## config.mk

```make
export PLATFORM = sky130hd
export DESIGN_NAME = ddr2_ring_mover
export DESIGN_NICKNAME = d
export VERILOG_FILES = /design/src/rtl/ddr2_pkg.sv /design/src/rtl/wr_skid_reg.sv /design/src/rtl/ddr2_ring_mover.sv
export SDC_FILE = /design/constraint.sdc
export NUM_CORES = 1
export LEC_CHECK = 0
export CORE_MARGIN = 4
export CORE_UTILIZATION = 44
export DETAILED_ROUTE_END_ITERATION = 8
export PLACE_DENSITY = 0.82
export SYNTH_ARGS = -nofsm -noshare
export SYNTH_HDL_FRONTEND = slang
export SYNTH_SLANG_ARGS = --single-unit
```

## constraint.sdc

```tcl
create_clock -name clk -period 3.5 [get_ports clk]
set_input_delay 0.7 -clock clk [delete_from_list [all_inputs] [get_ports clk]]
set_output_delay 0.7 -clock clk [all_outputs]
set_load 0.005 [all_outputs]
```

## src/rtl/ddr2_pkg.sv

```systemverilog
// Shared constants and types for the DDR2 ring-buffer mover: MIG command
// encodings, the mover FSM state set and a constant-foldable log2 helper.
package ddr2_pkg;

    localparam logic [2:0] MIG_WR = 3'b000;
    localparam logic [2:0] MIG_RD = 3'b001;

    typedef enum logic [2:0] {
        ST_IDLE    = 3'd0,
        ST_WR_DATA = 3'd1,
        ST_WR_CMD  = 3'd2,
        ST_RD_CMD  = 3'd3,
        ST_RD_DATA = 3'd4
    } state_t;

    function automatic int clog2(input int value);
        int res;
        res = 0;
        while ((64'd1 << res) < 64'(value)) begin
            res = res + 1;
        end
        return res;
    endfunction

endpackage

```

## src/rtl/wr_skid_reg.sv

```systemverilog
// One-entry skid buffer on the MIG write-data path. A stored word always
// leaves before a newly arriving one, so word order is preserved.
module wr_skid_reg #(
    parameter int DATA_W = 32
) (
    input  logic              clk,
    input  logic              reset,
    input  logic              in_valid,
    input  logic [DATA_W-1:0] in_data,
    output logic              in_ready,
    output logic              out_valid,
    output logic [DATA_W-1:0] out_data,
    input  logic              out_ready
);

    logic              full;
    logic [DATA_W-1:0] hold;

    assign in_ready  = !full;
    assign out_valid = full || in_valid;
    assign out_data  = full ? hold : in_data;

    // Capture a word the sink refused; release it once the sink is ready.
    always_ff @(posedge clk) begin
        if (reset) begin
            full <= 1'b0;
            hold <= '0;
        end else if (full) begin
            if (out_ready) begin
                if (in_valid) begin
                    hold <= in_data;
                end else begin
                    full <= 1'b0;
                end
            end
        end else if (in_valid && !out_ready) begin
            full <= 1'b1;
            hold <= in_data;
        end
    end

endmodule

```

## src/rtl/ddr2_ring_mover.sv

```systemverilog
// DDR2 window used as a ring-buffer FIFO between the pipe-in/pipe-out FIFOs
// and MIG port P0, with occupancy tracking and round-robin arbitration.
module ddr2_ring_mover
    import ddr2_pkg::*;
#(
    parameter int DATA_W    = 32,
    parameter int MASK_W    = DATA_W / 8,
    parameter int BURST_LEN = 32,
    parameter int WIN_WORDS = 8192,
    parameter int ADDR_W    = 30,
    parameter int CNT_W     = 10,
    parameter int OB_LIMIT  = 1023 - 20 - 32
) (
    input  logic                              clk,
    input  logic                              reset,
    input  logic                              calib_done,
    input  logic                              writes_en,
    input  logic                              reads_en,
    input  logic [ADDR_W-1:0]                 base_addr,
    output logic [clog2(WIN_WORDS + 1)-1:0]   level,
    output logic                              busy,
    output logic                              ib_re,
    input  logic [DATA_W-1:0]                 ib_data,
    input  logic [CNT_W-1:0]                  ib_count,
    input  logic                              ib_valid,
    output logic                              ob_we,
    output logic [DATA_W-1:0]                 ob_data,
    input  logic [CNT_W-1:0]                  ob_count,
    output logic                              p0_cmd_en,
    output logic [2:0]                        p0_cmd_instr,
    output logic [5:0]                        p0_cmd_bl,
    output logic [ADDR_W-1:0]                 p0_cmd_byte_addr,
    input  logic                              p0_cmd_full,
    output logic                              p0_wr_en,
    output logic [DATA_W-1:0]                 p0_wr_data,
    output logic [MASK_W-1:0]                 p0_wr_mask,
    input  logic                              p0_wr_full,
    output logic                              p0_rd_en,
    input  logic [DATA_W-1:0]                 p0_rd_data,
    input  logic                              p0_rd_empty
);

    localparam int LVL_W  = clog2(WIN_WORDS + 1);
    localparam int BCNT_W = clog2(BURST_LEN + 1);
    localparam logic [LVL_W-1:0]  BL_L    = LVL_W'(BURST_LEN);
    localparam logic [LVL_W-1:0]  WIN_L   = LVL_W'(WIN_WORDS);
    localparam logic [BCNT_W-1:0] BL_C    = BCNT_W'(BURST_LEN);
    localparam logic [BCNT_W-1:0] BL_LAST = BCNT_W'(BURST_LEN - 1);

    state_t            state;
    logic [LVL_W-1:0]  wr_ptr;
    logic [LVL_W-1:0]  rd_ptr;
    logic              last_wr;
    logic [BCNT_W-1:0] req_cnt;
    logic [BCNT_W-1:0] push_cnt;
    logic [BCNT_W-1:0] rd_cnt;

    logic              wr_elig;
    logic              rd_elig;
    logic              wr_path_ready;
    logic              skid_in_ready;
    logic              skid_out_valid;
    logic [DATA_W-1:0] skid_out_data;

    function automatic logic [LVL_W-1:0] advance(input logic [LVL_W-1:0] ptr);
        if (ptr + BL_L >= WIN_L) begin
            return '0;
        end else begin
            return ptr + BL_L;
        end
    endfunction

    assign wr_elig = calib_done && writes_en
                     && (32'(ib_count) >= 32'(BURST_LEN))
                     && (level <= WIN_L - BL_L);
    assign rd_elig = calib_done && reads_en
                     && (level >= BL_L)
                     && (32'(ob_count) <= 32'(OB_LIMIT));

    // ib_re looks at the skid state so at most one word can be in flight
    // when the MIG write FIFO fills.
    assign wr_path_ready = (state == ST_WR_DATA) && !p0_wr_full;
    assign ib_re         = (state == ST_WR_DATA) && (req_cnt < BL_C)
                           && !p0_wr_full && skid_in_ready;
    assign p0_wr_en      = wr_path_ready && skid_out_valid;
    assign p0_wr_data    = p0_wr_en ? skid_out_data : '0;
    assign p0_wr_mask    = '0;

    assign p0_rd_en = (state == ST_RD_DATA) && !p0_rd_empty;
    assign ob_we    = p0_rd_en;
    assign ob_data  = p0_rd_en ? p0_rd_data : '0;
    assign busy     = (state != ST_IDLE);

    wr_skid_reg #(
        .DATA_W (DATA_W)
    ) u_skid (
        .clk       (clk),
        .reset     (reset),
        .in_valid  (ib_valid),
        .in_data   (ib_data),
        .in_ready  (skid_in_ready),
        .out_valid (skid_out_valid),
        .out_data  (skid_out_data),
        .out_ready (wr_path_ready)
    );

    // Command port decode; fields stay zero outside an issuing cycle.
    always_comb begin
        p0_cmd_en        = 1'b0;
        p0_cmd_instr     = 3'b000;
        p0_cmd_bl        = 6'd0;
        p0_cmd_byte_addr = '0;
        case (state)
            ST_WR_CMD: begin
                if (!p0_cmd_full) begin
                    p0_cmd_en        = 1'b1;
                    p0_cmd_instr     = MIG_WR;
                    p0_cmd_bl        = 6'(BURST_LEN - 1);
                    p0_cmd_byte_addr = base_addr + ADDR_W'(wr_ptr) * ADDR_W'(MASK_W);
                end else begin
                    p0_cmd_en = 1'b0;
                end
            end
            ST_RD_CMD: begin
                if (!p0_cmd_full) begin
                    p0_cmd_en        = 1'b1;
                    p0_cmd_instr     = MIG_RD;
                    p0_cmd_bl        = 6'(BURST_LEN - 1);
                    p0_cmd_byte_addr = base_addr + ADDR_W'(rd_ptr) * ADDR_W'(MASK_W);
                end else begin
                    p0_cmd_en = 1'b0;
                end
            end
            default: begin
                p0_cmd_en = 1'b0;
            end
        endcase
    end

    // Burst sequencer, ring pointers and occupancy.
    always_ff @(posedge clk) begin
        if (reset) begin
            state    <= ST_IDLE;
            wr_ptr   <= '0;
            rd_ptr   <= '0;
            level    <= '0;
            last_wr  <= 1'b0;
            req_cnt  <= '0;
            push_cnt <= '0;
            rd_cnt   <= '0;
        end else begin
            case (state)
                ST_IDLE: begin
                    req_cnt  <= '0;
                    push_cnt <= '0;
                    rd_cnt   <= '0;
                    if (wr_elig && (!rd_elig || !last_wr)) begin
                        state   <= ST_WR_DATA;
                        last_wr <= 1'b1;
                    end else if (rd_elig) begin
                        state   <= ST_RD_CMD;
                        last_wr <= 1'b0;
                    end
                end
                ST_WR_DATA: begin
                    if (ib_re) begin
                        req_cnt <= req_cnt + BCNT_W'(1);
                    end
                    if (p0_wr_en) begin
                        push_cnt <= push_cnt + BCNT_W'(1);
                        if (push_cnt == BL_LAST) begin
                            state <= ST_WR_CMD;
                        end
                    end
                end
                ST_WR_CMD: begin
                    if (!p0_cmd_full) begin
                        wr_ptr <= advance(wr_ptr);
                        level  <= level + BL_L;
                        state  <= ST_IDLE;
                    end
                end
                ST_RD_CMD: begin
                    if (!p0_cmd_full) begin
                        rd_ptr <= advance(rd_ptr);
                        state  <= ST_RD_DATA;
                    end
                end
                ST_RD_DATA: begin
                    if (p0_rd_en) begin
                        rd_cnt <= rd_cnt + BCNT_W'(1);
                        if (rd_cnt == BL_LAST) begin
                            level <= level - BL_L;
                            state <= ST_IDLE;
                        end
                    end
                end
                default: begin
                    state <= ST_IDLE;
                end
            endcase
        end
    end

endmodule

```

==> results of run 1 <==
through the flow:
step	worst slack [ps]	area, um2	hold WS, ps	setup TNS (ps)	utilization
floorplan	246	5960	436	0	-
global placement	-753	8700	441	-11770	0.659
detailed placement	-803	8700	448	-12540	0.659
CTS	-46.3	9240	456	-114	0.701
global route	-162	9480	482	-1150	0.719
finish	-89.3	9480	454	-297	0.719
final cells by class:
cell class	count	area (um2)
Clock buffer	10	229
Clock inverter	6	51.3
Multi-Input combinational cell	641	4300
Timing Repair Buffer	322	2980
Antenna cell	1	2.50
Fill cell	978	3710
Tap cell	176	220
Inverter	13	56.3
Sequential cell	82	1640
power groups by stage:
stage | registers, mW | clock network, mW | logic, mW
4_1_cts | 0.984 | 0.900 | 0.457
3_3_place_gp | 1.00 | 0 | 0.422
2_1_floorplan | 0.992 | 0 | 0.217
5_1_grt | 0.988 | 0.941 | 0.526
3_5_place_dp | 1.00 | 0 | 0.431
6_report | 0.985 | 0.884 | 0.487
metal layers:
layer	GRT usage	wire, um
met1	0.276	7990
met3	0.0563	1770
met2	0.443	10400
met4	0.0780	650
met5	0	0
flip-flops by register name (all words and copies together), names as in the netlist:
| signal | flops |
|---|---|
| level | 9 |
| rd_cnt | 6 |
| rd_ptr | 9 |
| push_cnt | 6 |
| state | 3 |
| wr_ptr | 9 |
| u_skid.full | 1 |
| u_skid.hold | 32 |
| req_cnt | 6 |
| last_wr | 1 |
worst paths after layout:
check | from | to | slack, ps | cells past startpoint
worst max-delay path | base_addr[8] | p0_cmd_byte_addr[27] | -90 | 12
worst min-delay path | u_skid.hold[0] | u_skid.hold[0] | 450 | 2
worst max register to register | state[1] | rd_ptr[10] | 1010 | 7
worst min register to register | u_skid.hold[0] | u_skid.hold[0] | 450 | 2
cell families (layout without fill, tap and decap cells):
family          count (synthesis)  after routing  synth area share
other cells                     1             15          0.000634
xor+xnor                       42             42            0.0622
buf+inv                        72            351            0.0635
simple gates                  357            357             0.294
compound gates                154            154             0.164
mux                            45             45            0.0762
fa+ha+maj                      29             29            0.0614
flops                          82             82             0.278
tightest hold or removal path, cell delays in order, from the launching register on:
cell and delay (ps):
dfxtp_1 310, nand2_1 50, a21oi_1 50
Yosys cell counts, types with 17 or more instances:
master and n:
nand2_1 113, nor2_1 93, dfxtp_1 82, a21oi_1 78, mux2i_1 45, and2_1 41
clkbuf_1 30, ha_1 29, xor2_1 24, o21ai_0 21, buf_4 20, xnor2_1 18
nand3_1 17, nand4_1 17
what timing repair did:
| item | CTS | global route |
|---|---|---|
| resized for setup | 124 | 43 |
| cloned | 1 | 2 |
| setup buffers | 12 | 11 |
| endpoints found under the setup margin | 20 | 22 |
| pin swaps | 35 | 25 |
==> results.sh, run 1 <==
export IMPL_hold_class="reg -> reg"
export IMPL_cpLargestDelayFamily="compound AO/OA/AOI/OAI gates"
export IMPL_rsz0062_at_grt="yes"
export IMPL_end_kind="primary output"
export IMPL_pwr_share_comb=0.207
export IMPL_cts_hold_buf=0
export IMPL_layout_commonest_cell="clkdlybuf4s50_1"
export IMPL_clock_sinks=82
export IMPL_path_buf_inv=5
export IMPL_initial_core_util=0.448
export IMPL_firstDrtPassIters=5
export IMPL_leakage_nw=3.76
export IMPL_crit_chain="buf_8 -> ha_4 -> a211o_4 -> a2111oi_4 -> o31ai_4 -> a211oi_2 -> buf_4 -> buf_6 -> buf_6 -> o31ai_2 -> a21oi_1 -> buf_2"
export IMPL_vdd_drop_max_mv=0.220
export IMPL_clock_skew_ps=8.76
export IMPL_drt_iter0_drc=554
export IMPL_hpwl_um=14000
export IMPL_finalCritPeriodShare=1.03
export IMPL_final_nets=1221
export IMPL_async_flop_share=0
export IMPL_drcViolationCount=0
export IMPL_ys_ff_latch=82
export IMPL_netlist_top_cells_area="dfxtp_1 28%, mux2i_1 7.6%, nand2_1 7.2%"
export IMPL_outcome="finished with violations"
export IMPL_grt_max_degree=38
export IMPL_critPathMostFrequentCell="buf_6"
export IMPL_final_cell_mix="201 x clkdlybuf4s50_1, 113 x nand2_1, 92 x nor2_1, 84 x buf_4, 80 x dfxtp_1"
export IMPL_cts_inserted_buffers=9
export IMPL_final_max_slew_viol_count=0
export IMPL_syn_area_per_cell_um2=7.56
export IMPL_worstSetupPathType="in -> out"
export IMPL_num_rows=42
export IMPL_netSwitchingPower_uw=639
export IMPL_violations="negative setup slack"
export IMPL_synth_top_area_frac=0.278
export IMPL_internal_power_mw=1.72
export IMPL_grt_overflow_total=0
export IMPL_drive_gt1_frac=0.182
export IMPL_worst_ep_required_time_ps=2800
export IMPL_port_buffers=230
export IMPL_ant_nets=0
export IMPL_syn_cell_area_um2=5910
export IMPL_crit_fanout=4
export IMPL_finalNonFillerCells=1251
export IMPL_synthToLayoutAreaGrowth_pct=60.3
export IMPL_gp_congestion=0.936
export IMPL_die_y_um=124
export IMPL_grt_pass1_wl_um=30500
export IMPL_cpPeakStageDelay_ps=450
export IMPL_synth_area_leader_cell="dfxtp_1"
export IMPL_drv_cap=0
export IMPL_ys_types=61
export IMPL_fmax_mhz=279
export IMPL_crit_path_top_delay_cell="a2111oi_4"
export IMPL_layout_min_cycle_time_ps=3590
export IMPL_first_global_vias=6676
export IMPL_cts_tree="done"
export IMPL_gr_usage_all_layers=0.242
export IMPL_vias_per_cell=5.51
export IMPL_power_density_nw_per_um2=248
export IMPL_vias=6893
export IMPL_path_clk_slew_ps=60
export IMPL_seq_power_share=0.418
export IMPL_clk_path_buf_depth=2
export IMPL_die_w_um=124
export IMPL_clk_latency_ps=340
export IMPL_design_core_area_um2=13200
export IMPL_dp_cells=1210
export IMPL_cp_start_kind="input pin"
export IMPL_hold_viol_final=0
export IMPL_setup_violations_final=6
export IMPL_io_pins=250
export IMPL_slew_headroom=0.565
export IMPL_antenna_found_initial=1
export IMPL_ys_seq_area_frac=0.278
export IMPL_wl_um=20800
export IMPL_tightestPinTransition_ps=651
export IMPL_cts_max_level=3
export IMPL_worst_slack_ps=-89.3
export IMPL_finalPower_mw=2.36
export IMPL_wl_per_cell_um=16.6
export IMPL_synth_edf_count=0
export IMPL_cts_root_buf="clkbuf_16"
export IMPL_synth_cells=782
export IMPL_sw_frac_of_total=0.271
export IMPL_ys_flop_type="dfxtp_1"
export IMPL_cp_arrival_ps=2890
export IMPL_die_area_um2=15400
export IMPL_clkPwrFrac=0.375
export IMPL_yosys_warnings=0
Power figures use the tool's default switching activity.
==> run 2, diff against run 1 <==
--- a/config.mk
+++ b/config.mk
@@ -9,6 +9,7 @@
 export CORE_UTILIZATION = 44
 export DETAILED_ROUTE_END_ITERATION = 8
 export PLACE_DENSITY = 0.82
+export REMOVE_ABC_BUFFERS = 1
 export SYNTH_ARGS = -nofsm -noshare
 export SYNTH_HDL_FRONTEND = slang
 export SYNTH_SLANG_ARGS = --single-unit
==> run 2 against run 1 <==
  * The run still ends with negative setup slack left
  * Combinational power shrank 4.7%
  * Critical endpoint is now p0_cmd_byte_addr[25]
  * Critical path depth did not move
  * Fmax is 0.81% higher
  * Cell area down 1.2%
  * Worst hold slack better by 0.88 ps
  * Routed wire length shrank 6.7%
==> results.sh, run 2 (synthesized netlist as in run 1, its figures left out) <==
export IMPL_vdd_drop_max_mv=0.220
export IMPL_worst_ep_required_time_ps=2800
export IMPL_cts_max_level=3
export IMPL_grt_pass1_wl_um=30300
export IMPL_layout_min_cycle_time_ps=3560
export IMPL_final_nets=1221
export IMPL_synthToLayoutAreaGrowth_pct=58.4
export IMPL_grt_max_degree=38
export IMPL_rsz0062_at_grt="yes"
export IMPL_gr_usage_all_layers=0.242
export IMPL_crit_chain="buf_6 -> ha_4 -> a211o_4 -> a2111oi_4 -> o31ai_4 -> a211oi_2 -> buf_6 -> buf_6 -> buf_4 -> o31ai_1 -> a21oi_1 -> buf_2"
export IMPL_slew_headroom=0.530
export IMPL_hold_path_startpoint="u_skid.hold[26]"
export IMPL_hpwl_um=13800
export IMPL_fill_cells=1003
export IMPL_tightestPinTransition_ps=705
export IMPL_vias=6682
export IMPL_cts_hold_buf=0
export IMPL_end_kind="primary output"
export IMPL_clock_skew_ps=10.4
export IMPL_firstDrtPassIters=5
export IMPL_r2r_start="state[0]"
export IMPL_initial_core_util=0.448
export IMPL_final_cell_mix="202 x clkdlybuf4s50_1, 113 x nand2_1, 92 x nor2_1, 85 x buf_4, 80 x dfxtp_1"
export IMPL_leakage_nw=3.72
export IMPL_crit_fanout=4
export IMPL_wl_met1_um=7760
export IMPL_gp_congestion=0.910
export IMPL_cp_start_kind="input pin"
export IMPL_cts_root_buf="clkbuf_16"
export IMPL_wl_um=19400
export IMPL_wl_per_cell_um=15.5
export IMPL_power_density_nw_per_um2=248
export IMPL_fmax_mhz=281
export IMPL_finalNonFillerCells=1250
export IMPL_clk_latency_ps=330
export IMPL_die_w_um=124
export IMPL_first_global_vias=6606
export IMPL_final_max_slew_viol_count=0
export IMPL_wl_met3_um=1280
export IMPL_drcViolationCount=0
export IMPL_largest_register="u_skid.hold"
export IMPL_design_core_area_um2=13200
export IMPL_clk_path_buf_depth=2
export IMPL_num_rows=42
export IMPL_violations="negative setup slack"
export IMPL_io_pins=250
export IMPL_worst_slack_ps=-60.4
export IMPL_hold_viol_final=0
export IMPL_layout_commonest_cell="clkdlybuf4s50_1"
export IMPL_r2r_setup_slack_ps=1100
export IMPL_setup_violations_final=2
export IMPL_port_buffers=230
export IMPL_top_layer="met4"
export IMPL_cts_tree="done"
export IMPL_largest_reg_flops=32
export IMPL_antenna_found_initial=0
export IMPL_regArea_um2=1640
export IMPL_vias_per_cell=5.35
export IMPL_cts_inserted_buffers=9
export IMPL_finalPower_mw=2.33
export IMPL_ant_nets=0
export IMPL_whs_path_depth=2
export IMPL_crit_path_top_delay_cell="a2111oi_4"
export IMPL_outcome="finished with violations"
export IMPL_multiInputGateArea_um2=4220
export IMPL_hold_class="reg -> reg"
export IMPL_r2r_cells=7
export IMPL_drv_cap=0
export IMPL_hold_end="u_skid.hold[26]"
export IMPL_dp_cells=1217
export IMPL_path_clk_slew_ps=60
export IMPL_finalCritPeriodShare=1.02
export IMPL_grt_overflow_total=0
export IMPL_die_area_um2=15400
export IMPL_cp_arrival_ps=2860
export IMPL_post_place_ws_ps=-781
export IMPL_critPathMostFrequentCell="buf_6"
export IMPL_wl_met2_um=9750
export IMPL_cpPeakStageDelay_ps=390
export IMPL_worstSetupPathType="in -> out"
export IMPL_die_y_um=124
export IMPL_fin_setup_tns_ps=-66.6
export IMPL_critPathLaunch="base_addr[8]"
export IMPL_clock_sinks=82
export IMPL_num_antenna_cells=0
export IMPL_drive_gt1_frac=0.171
export IMPL_drt_iter0_drc=374
export IMPL_worst_r2r_endpoint="push_cnt[5]"
run 2: worst max-delay path: cells and delay by family:
kind            cells  cell delay, ps
compound gates      6            1320
fa+ha+maj           1             220
buf+inv             5             600
run 2: per-layer routing:
| metal | GRT usage | vias up |
|---|---|---|
| met3 | 0.0559 | 45 |
| met5 | 0 | - |
| met1 | 0.275 | 3091 |
| li1 | - | 3283 |
| met4 | 0.0876 | 0 |
| met2 | 0.440 | 263 |
run 2: what timing repair did:
action                                  in CTS  in global routing
resized for setup                          117                 23
endpoints found under the setup margin      21                 23
pin swaps                                   35                 15
cloned                                       1                  1
setup buffers                               15                  1
run 2: how the worst max path moves through the flow:
stage,to,cells after the start
after floorplan,push_cnt[3],5
after global placement,p0_cmd_byte_addr[24],9
after detailed placement,p0_cmd_byte_addr[22],9
after CTS,p0_cmd_byte_addr[25],12
after global routing,p0_cmd_byte_addr[25],12
final,p0_cmd_byte_addr[25],12
run 2: metrics by stage:
stage / instance area, um2 / utilization / hold WS [ps]
floorplan: 5640 / - / 430
global placement: 8750 / 0.663 / 443
detailed placement: 8750 / 0.663 / 448
CTS: 9290 / 0.704 / 456
global route: 9360 / 0.710 / 468
finish: 9360 / 0.710 / 455
run 2: cell type report:
| cell class | instances | area share |
|---|---|---|
| clock buffer | 11 | 0.0259 |
| clock inverter | 5 | 0.00321 |
| inverter | 13 | 0.00575 |
| multi-input combinational | 641 | 0.451 |
| sequential | 82 | 0.176 |
| tap | 176 | 0.0235 |
| timing repair buffer | 322 | 0.315 |
run 2: power by group:
part | leakage (nW) | total [mW] | internal [mW] | switching [mW]
logic | 2.92 | 0.464 | 0.259 | 0.205
clock network | 0.131 | 0.874 | 0.496 | 0.377
registers | 0.667 | 0.989 | 0.961 | 0.0274
total | 3.72 | 2.33 | 1.72 | 0.610
